`src/rtl/display_pkg.sv`:
```
// Shared constants, hex-to-segment table and output payload type
// for the multiplexed 7-segment display.
package display_pkg;

  localparam int unsigned NUM_DIGITS = 6;
  localparam int unsigned DIGIT_W    = 3;
  localparam int unsigned NIBBLE_W   = 4;
  localparam int unsigned SEG_W      = 7;
  localparam int unsigned HEX_W      = NUM_DIGITS * NIBBLE_W;

  localparam logic [SEG_W-1:0] SEG_BLANK = 7'b1111111;

  // Active-low {g,f,e,d,c,b,a}, indexed by nibble value.
  localparam logic [SEG_W-1:0] HEX_SEG_TABLE [16] = '{
    7'b1000000, 7'b1111001, 7'b0100100, 7'b0110000,
    7'b0011001, 7'b0010010, 7'b0000010, 7'b1111000,
    7'b0000000, 7'b0010000, 7'b0001000, 7'b0000011,
    7'b1000110, 7'b0100001, 7'b0000110, 7'b0001110
  };

  typedef struct packed {
    logic [NUM_DIGITS-1:0] an;
    logic [SEG_W-1:0]      seg;
    logic                  dp;
  } disp_out_t;

  localparam disp_out_t DISP_BLANK = '{an: '1, seg: SEG_BLANK, dp: 1'b1};

endpackage

```
`src/rtl/worm_scan_driver_if.sv`:
```
// Data inputs and display outputs of the worm scan driver.
interface worm_scan_driver_if;
  import display_pkg::*;

  logic [NUM_DIGITS-1:0] display_worm;
  logic [HEX_W-1:0]      hex_value;
  logic                  enable;
  logic [NUM_DIGITS-1:0] an;
  logic [SEG_W-1:0]      seg;
  logic                  dp;
  logic                  frame_done;

  modport master (
    output display_worm, hex_value, enable,
    input  an, seg, dp, frame_done
  );

  modport slave (
    input  display_worm, hex_value, enable,
    output an, seg, dp, frame_done
  );

endinterface

```
`src/rtl/hex_to_7seg.sv`:
```
// Combinational nibble to active-low 7-segment pattern.
module hex_to_7seg
  import display_pkg::*;
(
  input  logic [NIBBLE_W-1:0] nibble,
  output logic [SEG_W-1:0]    seg_c
);

  assign seg_c = HEX_SEG_TABLE[nibble];

endmodule

```
`src/rtl/worm_scan_driver.sv`:
```
// Multiplexed 6-digit hex display with the worm position on the decimal
// points; inputs are shadowed once per scan frame.
module worm_scan_driver
  import display_pkg::*;
#(
  parameter int unsigned SCAN_DIV = 1000,
  parameter int unsigned PRESC_W  = 10
) (
  input  logic                clkin,
  input  logic                reset,
  worm_scan_driver_if.slave   bus
);

  localparam logic [DIGIT_W-1:0] LAST_DIGIT = DIGIT_W'(NUM_DIGITS - 1);

  logic [PRESC_W-1:0]    presc_q, presc_d;
  logic [DIGIT_W-1:0]    digit_q, digit_d;
  logic [NUM_DIGITS-1:0] shadow_worm_q, shadow_worm_d;
  logic [HEX_W-1:0]      shadow_hex_q, shadow_hex_d;
  logic                  frame_done_q, frame_done_d;
  logic                  tick_dly_q, tick_dly_d;
  logic                  enable_q, enable_d;
  disp_out_t             out_q, out_d;

  logic                  tick_c;
  logic [DIGIT_W-1:0]    slot_c;
  logic [NIBBLE_W-1:0]   nibble_c;
  logic [SEG_W-1:0]      seg_dec_c;

  // Position within hex_value / display_worm, counted from the LSB end.
  assign slot_c   = LAST_DIGIT - digit_q;
  assign nibble_c = shadow_hex_q[{slot_c, 2'b00} +: NIBBLE_W];

  hex_to_7seg u_hex_to_7seg (
    .nibble (nibble_c),
    .seg_c  (seg_dec_c)
  );

  always_comb begin
    presc_d       = presc_q + PRESC_W'(1);
    digit_d       = digit_q;
    shadow_worm_d = shadow_worm_q;
    shadow_hex_d  = shadow_hex_q;
    frame_done_d  = 1'b0;
    tick_dly_d    = 1'b0;
    enable_d      = bus.enable;
    out_d         = out_q;

    tick_c = (presc_q == PRESC_W'(SCAN_DIV - 1));

    if (tick_c) begin
      presc_d    = '0;
      tick_dly_d = 1'b1;
      digit_d    = (digit_q == LAST_DIGIT) ? '0 : digit_q + DIGIT_W'(1);
      if (digit_q == LAST_DIGIT) begin
        shadow_worm_d = bus.display_worm;
        shadow_hex_d  = bus.hex_value;
        frame_done_d  = 1'b1;
      end
    end

    // Refresh one cycle after a tick, or immediately on re-enable.
    if (!bus.enable) begin
      out_d = DISP_BLANK;
    end else if (tick_dly_q || !enable_q) begin
      out_d.an  = ~(NUM_DIGITS'(1) << digit_q);
      out_d.seg = seg_dec_c;
      out_d.dp  = ~shadow_worm_q[slot_c];
    end
  end

  always_ff @(posedge clkin or posedge reset) begin
    if (reset) begin
      presc_q       <= '0;
      digit_q       <= LAST_DIGIT;
      shadow_worm_q <= '0;
      shadow_hex_q  <= '0;
      frame_done_q  <= 1'b0;
      tick_dly_q    <= 1'b0;
      enable_q      <= 1'b1;
      out_q         <= DISP_BLANK;
    end else begin
      presc_q       <= presc_d;
      digit_q       <= digit_d;
      shadow_worm_q <= shadow_worm_d;
      shadow_hex_q  <= shadow_hex_d;
      frame_done_q  <= frame_done_d;
      tick_dly_q    <= tick_dly_d;
      enable_q      <= enable_d;
      out_q         <= out_d;
    end
  end

  assign bus.an         = out_q.an;
  assign bus.seg        = out_q.seg;
  assign bus.dp         = out_q.dp;
  assign bus.frame_done = frame_done_q;

endmodule

```
`src/flat_wrapper.sv`:
```
// flat-port wrapper written by rule: the top's interface ports become plain ports
module worm_scan_driver_flat import display_pkg::*;
#(
  parameter int unsigned SCAN_DIV = 1000,
  parameter int unsigned PRESC_W  = 10
)
  (clkin, reset, bus_display_worm, bus_hex_value, bus_enable, bus_an, bus_seg, bus_dp, bus_frame_done);
  worm_scan_driver_if bus_i ();
  input  logic clkin;
  input  logic reset;
  input wire logic [$bits(bus_i.display_worm)-1:0] bus_display_worm;
  input wire logic [$bits(bus_i.hex_value)-1:0] bus_hex_value;
  input wire logic [$bits(bus_i.enable)-1:0] bus_enable;
  output wire logic [$bits(bus_i.an)-1:0] bus_an;
  output wire logic [$bits(bus_i.seg)-1:0] bus_seg;
  output wire logic [$bits(bus_i.dp)-1:0] bus_dp;
  output wire logic [$bits(bus_i.frame_done)-1:0] bus_frame_done;
  assign bus_i.display_worm = bus_display_worm;
  assign bus_i.hex_value = bus_hex_value;
  assign bus_i.enable = bus_enable;
  assign bus_an = bus_i.an;
  assign bus_seg = bus_i.seg;
  assign bus_dp = bus_i.dp;
  assign bus_frame_done = bus_i.frame_done;
  worm_scan_driver #(.SCAN_DIV(SCAN_DIV), .PRESC_W(PRESC_W)) u_core (.clkin(clkin), .reset(reset), .bus(bus_i));
endmodule
```
`config.mk`:
```
export PLATFORM = sky130hd
export DESIGN_NAME = worm_scan_driver_flat
export DESIGN_NICKNAME = d
export VERILOG_FILES = /design/src/rtl/display_pkg.sv /design/src/rtl/worm_scan_driver_if.sv /design/src/rtl/hex_to_7seg.sv /design/src/rtl/worm_scan_driver.sv /design/src/flat_wrapper.sv
export SDC_FILE = /design/constraint.sdc
export NUM_CORES = 1
export LEC_CHECK = 0
export ABC_AREA = 0
export ABC_CLOCK_PERIOD_IN_PS = 6500
export CORE_MARGIN = 2
export CORE_UTILIZATION = 55
export CTS_CLUSTER_SIZE = 12
export DETAILED_ROUTE_END_ITERATION = 10
export DONT_BUFFER_PORTS = 1
export PLACE_DENSITY_LB_ADDON = 0.12
export SYNTH_ARGS = -nofsm -noshare
export SYNTH_HDL_FRONTEND = slang
export SYNTH_SLANG_ARGS = --single-unit
```
`constraint.sdc`:
```
create_clock -name clkin -period 6.5 [get_ports clkin]
set_input_delay 0.65 -clock clkin [delete_from_list [all_inputs] [get_ports clkin]]
set_output_delay 0.65 -clock clkin [all_outputs]
set_load 0.01 [all_outputs]
```
## After elaboration in Yosys (flattened, before gate mapping)

Memories as Yosys holds them, arrays and structs flattened.
Index checks and enable logic that the tools add are counted.

- Flip-flop bits (word level): 60
- Latch bits: 0
- Memory bits (writable): 0
- ROM bits: 112
- Input port bits: 33
- Output and inout port bits: 15
- Logic and storage cells: 38
- Memories kept: 1

Memory list:

| name | depth | width | rd ports | clocked after Yosys merged registers in | wr ports | line | RTL |
|---|---|---|---|---|---|---|---|
| (no name shown) | 16 | 7 | 1 | 0 | 0 | hex_to_7seg.sv:9 | `assign seg_c = HEX_SEG_TABLE[nibble];` |

- Add/subtract/negate cells: 3
- Multiply operators: 0
- Divide/modulo/power cells: 0
- Order comparisons: 2
- Equality and inequality tests: 3
- Shifts and indexed selects: 2
- Multiplexer cells: 11
- Bitwise gates (word level): 3
- Reduce and logical (&&, ||, !) cells: 3

Operator list:

| operator | number |
|---|---|
| $mux W14 | 2 |
| $shiftx A24 B6 Y4 | 1 |
| $mux W7 | 2 |
| $add A10 B1 Y10 const B | 1 |
| $eq A10 B10 Y1 const B | 1 |
| $mux W10 | 1 |
| $not A6 Y6 | 1 |
| $shl A1 B3 Y6 const A | 1 |
| $ge A5 B5 Y1 const B | 1 |
| $not A4 Y5 | 1 |
| $lt A3 B4 Y1 const B | 1 |
| $mux W1 | 4 |
| $add A3 B1 Y3 const B | 1 |
| $bmux W1 S3 | 1 |
| $eq A3 B3 Y1 const B | 1 |
| $mux W3 | 1 |
| $sub A3 B3 Y3 const A | 1 |
| $ne A2 B1 Y1 const B | 1 |
| $reduce_and A2 Y1 | 1 |
| $logic_not A1 Y1 | 1 |
| $logic_or A1 B1 Y1 | 1 |
| $not A1 Y1 | 1 |

## Longest topological paths before layout

- Word-level depth: 8
- Gate-level depth with buffers: 12
- Gate-level depth less buffers: 11

## Cells and area by module

From an unflattened synthesis, not the netlist that was laid out.

- Cells, all modules: 240
- Area total of the unflattened synthesis: 3057.9 sq um

Modules (own cells, without submodules):

| module | instances | cells an instance | area an instance (sq um) | seq. area each (sq um) |
|---|---|---|---|---|
| worm_scan_driver | 1 | 209 | 2795.2 | 1522.7 |
| hex_to_7seg | 1 | 31 | 262.8 | 0.0 |

## Worst setup path after synthesis

Ideal clock, no wire load.

- Kind: flip-flop to flip-flop
- Start: reg u_core.digit_q[1]
- End: reg u_core.out_q (netlist bit u_core.bus.seg[6])
- Library setup time: 0.086 ns
- Arrival time: 2.420 ns
- Required time: 6.414 ns
- Setup slack: 3.994 ns
- Cell stages (with the launch flop): 10
- Buffers on the path: 1
- Clock period less this slack: 2.506 ns
- Path through: dfrtp_1 -> buf_2 -> inv_1 -> ha_1 -> clkinv_1 -> a21oi_1 -> inv_1 -> ha_1 -> and2_4 -> o41a_1

- Cells in the longest elaborated chain, start to end: 8

RTL lines:

| element | line | RTL |
|---|---|---|
| from (decl) | worm_scan_driver.sv:17 | `logic [DIGIT_W-1:0] digit_q, digit_d;` |
| from (signal assigned) | worm_scan_driver.sv:84 | `digit_q <= digit_d;` |
| $sub A3 B3 Y3 | worm_scan_driver.sv:31 | `assign slot_c = LAST_DIGIT - digit_q;` |
| $shiftx A24 B6 Y4 | worm_scan_driver.sv:32 | `assign nibble_c = shadow_hex_q[{slot_c, 2'b00} +: NIBBLE_W];` |
| $not A4 Y5 (not written as such) | hex_to_7seg.sv:9 |  |
| $mem_v2 Z16 W7 | n/a |  |
| $mux W7 (not written as such) (2 in a row) | hex_to_7seg.sv:9 |  |
| $mux W14 | worm_scan_driver.sv:65 | `end else if (tick_dly_q \|\| !enable_q) begin` |
| $mux W14 | worm_scan_driver.sv:63 | `if (!bus.enable) begin` |
| to (signal assigned) | worm_scan_driver.sv:90 | `out_q <= out_d;` |
| to (decl) | worm_scan_driver.sv:23 | `disp_out_t out_q, out_d;` |

No other way between the ends. The select of a mux whose other input is x is not followed.
A chain may end at the register's enable or synchronous reset.

## Final worst setup path

- Start: reg u_core.digit_q[1]
- End: reg u_core.out_q (netlist bit u_core.bus.seg[5])

Same word-level chain as after synthesis.

==> results.json <==
{
  "ir_drop_mv": 0.170,
  "crit_chain": "inv_1 > ha_1 > clkinv_1 > a21oi_1 > inv_1 > ha_1 > and2_4 > o21ai_0 > a41oi_1",
  "postRouteAntennaNets": 0,
  "diodes": 0,
  "cts.repair.resized": 0,
  "maxCapViolations": 0,
  "clk-insertion-delay-late_ns": 0.33,
  "cp_slowest_cell": "dfrtp_1",
  "cts_buffer_depth": 2,
  "crit_path_end_kind": "flip-flop",
  "r2r-start": "u_core.digit_q[1]$_DFFE_PP0N_",
  "track_usage": 0.199,
  "ys_ff_latch": 60,
  "initial_core_util": 0.580,
  "core-area_um2": 5170,
  "min_from": "bus_enable",
  "grt_pass1_vias": 1866,
  "ctsHoldBuffers": 0,
  "wirelength_mm": 5.31,
  "yosysWarnings": 0,
  "synth_edf_count": 0,
  "dr_total_vias": 1819,
  "cp.arrival_ns": 3.12,
  "fin_cells": 324,
  "cp_max_fo": 15,
  "dieArea_um2": 6060,
  "syn_inst": 248,
  "root_buffer": "clkbuf_8",
  "cp-start-kind": "flip-flop",
  "place_area_um2": 3040,
  "netlist_area_um2": 3000,
  "path_buf_inv": 3,
  "hold_violations": 0,
  "synth_cell_types": 47,
  "globalRoute.totalOverflow": 0,
  "synthFlopType": "dfrtp_1",
  "fp.dieH_um": 77.9,
  "postSynth.asyncResetShare": 1.00,
  "wl_per_cell_um": 16.4,
  "area_growth_syn_to_layout_pct": 8.46,
  "nNetsFinal": 295,
  "cpLargestDelayFamily": "compound AO/OA/AOI/OAI gates",
  "setup_ws_ns": 3.58,
  "finalSetupTns_ns": 0,
  "ff2ff_path_depth": 9,
  "cts_setup_buffers": 0,
  "drtIter0Drc": 111,
  "fin_area_um2": 3260,
  "grt_antenna_before_repair": 0,
  "hold_end": "u_core.enable_q$_DFF_PP1_",
  "cts_tree": "done",
  "dr.pass1.iters": 4,
  "fmax_mhz": 343,
  "die_w_um": 77.9,
  "gp_congestion": 0.840,
  "cp.required_ns": 6.70,
  "io_pins": 48,
  "routed_via_density": 5.61,
  "fin_crit_ns": 2.92,
  "drive_gt1_frac": 0.315,
  "grt_max_degree": 61,
  "worst-path-stages": 9,
  "hp-class": "input pin to flip-flop",
  "setup_violations": 0,
  "maxSlewViolCount": 0,
  "p_leak_nw": 1.46,
  "hold-path-cell-count": 0,
  "syn_nets": 294,
  "clk_pin_slew_ns": 0.06,
  "dp.cells": 308,
  "fin_skew_ns": 0.00815,
  "tightest_slew_ns": 0.758,
  "p_total_uw": 767,
  "numCtsBuffers": 9,
  "outcome": "completed",
  "fp-row-count": 26,
  "cellPowerDensity_nw_per_um2": 235,
  "syn_area_per_cell_um2": 12.1,
  "drc": 0,
  "dp.final_hpwl_mm": 3.74,
  "rsz0062_at_grt": "false",
  "worstReg2RegEnd": "u_core.bus.seg[5]$_DFFE_PP1P_",
  "slowest_delay_ns": 0.63,
  "port-buffer-count": 0,
  "crit_type": "flip-flop to flip-flop",
  "htree_num_levels": 3,
  "grt_pass1_wl_mm": 9.29,
  "synth-seq-area-share": 0.507,
  "pre_cts_slack_ns": 3.60,
  "cts_sinks": 60,
  "slew_headroom": 0.493,
  "finalCritPeriodShare": 0.449,
  "reg2reg_slack_ns": 3.58
}
## cells by family (layout without fill, tap and decap cells)
group	after synthesis	in the layout	synth area share
compound gates	37	37	0.0884
buf+inv	23	29	0.0371
flops	60	60	0.507
simple gates	63	63	0.103
fa+ha+maj	13	13	0.0542
mux	44	44	0.187
xor+xnor	8	8	0.0233
## routing by layer
metal	up-vias	wire length, µm	track usage
met2	45	2250	0.284
met1	866	2650	0.276
met4	0	87	0.0911
li1	900	-	-
met5	-	0	0
met3	8	319	0.0674
## sequential cells by signal, indices dropped and copies added (netlist names)
register               cells
u_core.bus.an              6
u_core.bus.dp              1
u_core.bus.frame_done      1
u_core.bus.seg             7
u_core.digit_q             3
u_core.enable_q            1
u_core.presc_q            10
u_core.shadow_hex_q       24
u_core.shadow_worm_q       6
u_core.tick_dly_q          1
## cells in the final DEF (no fill, tap or decap), types with 3 or more instances in the layout
cell type / n
dfrtp_1: 43
mux2_2: 33
nor2_1: 30
dfstp_2: 17
ha_1: 13
a21oi_1: 10
clkbuf_8: 10
nand3_1: 9
inv_1: 7
o21ai_0: 6
a31oi_1: 5
mux4_2: 5
nor3_1: 5
mux2i_1: 5
a41oi_1: 4
nor2b_1: 4
nand2_1: 4
xor2_1: 4
xnor2_1: 4
buf_4: 3
## cell usage after synthesis, types with 2 or more instances
library cell / count / area, µm²
nor2b_1: 4 / 25.0
nand4_1: 2 / 12.5
mux2_2: 33 / 372
mux4_2: 5 / 113
dfstp_2: 17 / 447
nor3_1: 5 / 25.0
mux2i_1: 5 / 50.1
xor2_1: 4 / 35.0
o21ai_0: 6 / 30.0
nor2_1: 30 / 113
buf_2: 5 / 25.0
dfrtp_1: 43 / 1080
inv_1: 8 / 30.0
clkbuf_1: 5 / 18.8
buf_6: 2 / 22.5
a41oi_1: 4 / 35.0
xnor2_1: 4 / 35.0
a21oi_1: 10 / 50.1
nand3_1: 9 / 45.0
nand2_1: 4 / 15.0
a31oi_1: 5 / 31.3
ha_1: 13 / 163
## power breakdown
group	switching (mW)	internal, mW
sequential	0.00444	0.381
clock	0.140	0.226
combinational	0.0118	0.00383
total	0.156	0.611
## layout make-up
class | count | area [µm²]
sequential | 60 | 1520
timing repair buffer | 3 | 22.5
fill | 414 | 1920
multi-input combinational | 165 | 1370
inverter | 10 | 37.5
clock buffer | 12 | 145
clock inverter | 4 | 72.6
tap | 70 | 87.6
## metrics by stage
stage	utilization	hold slack [ns]
2_1_floorplan	-	0.433
3_3_place_gp	0.587	0.453
3_5_place_dp	0.587	0.461
4_1_cts	0.629	0.298
5_1_grt	0.629	0.294
6_report	0.629	0.318
## worst max path at each step
stage                                  start                       endpoint  slack (ns)
2_1_floorplan  u_core.digit_q[1]$_DFFE_PP0N_  u_core.bus.seg[6]$_DFFE_PP1P_        3.99
3_3_place_gp   u_core.digit_q[1]$_DFFE_PP0N_  u_core.bus.seg[6]$_DFFE_PP1P_        3.73
3_5_place_dp   u_core.digit_q[1]$_DFFE_PP0N_  u_core.bus.seg[5]$_DFFE_PP1P_        3.60
4_1_cts        u_core.digit_q[1]$_DFFE_PP0N_  u_core.bus.seg[5]$_DFFE_PP1P_        3.58
5_1_grt        u_core.digit_q[1]$_DFFE_PP0N_  u_core.bus.seg[3]$_DFFE_PP1P_        3.20
6_report       u_core.digit_q[1]$_DFFE_PP0N_  u_core.bus.seg[5]$_DFFE_PP1P_        3.58
Note: power is estimated with default switching activity, not from simulation.
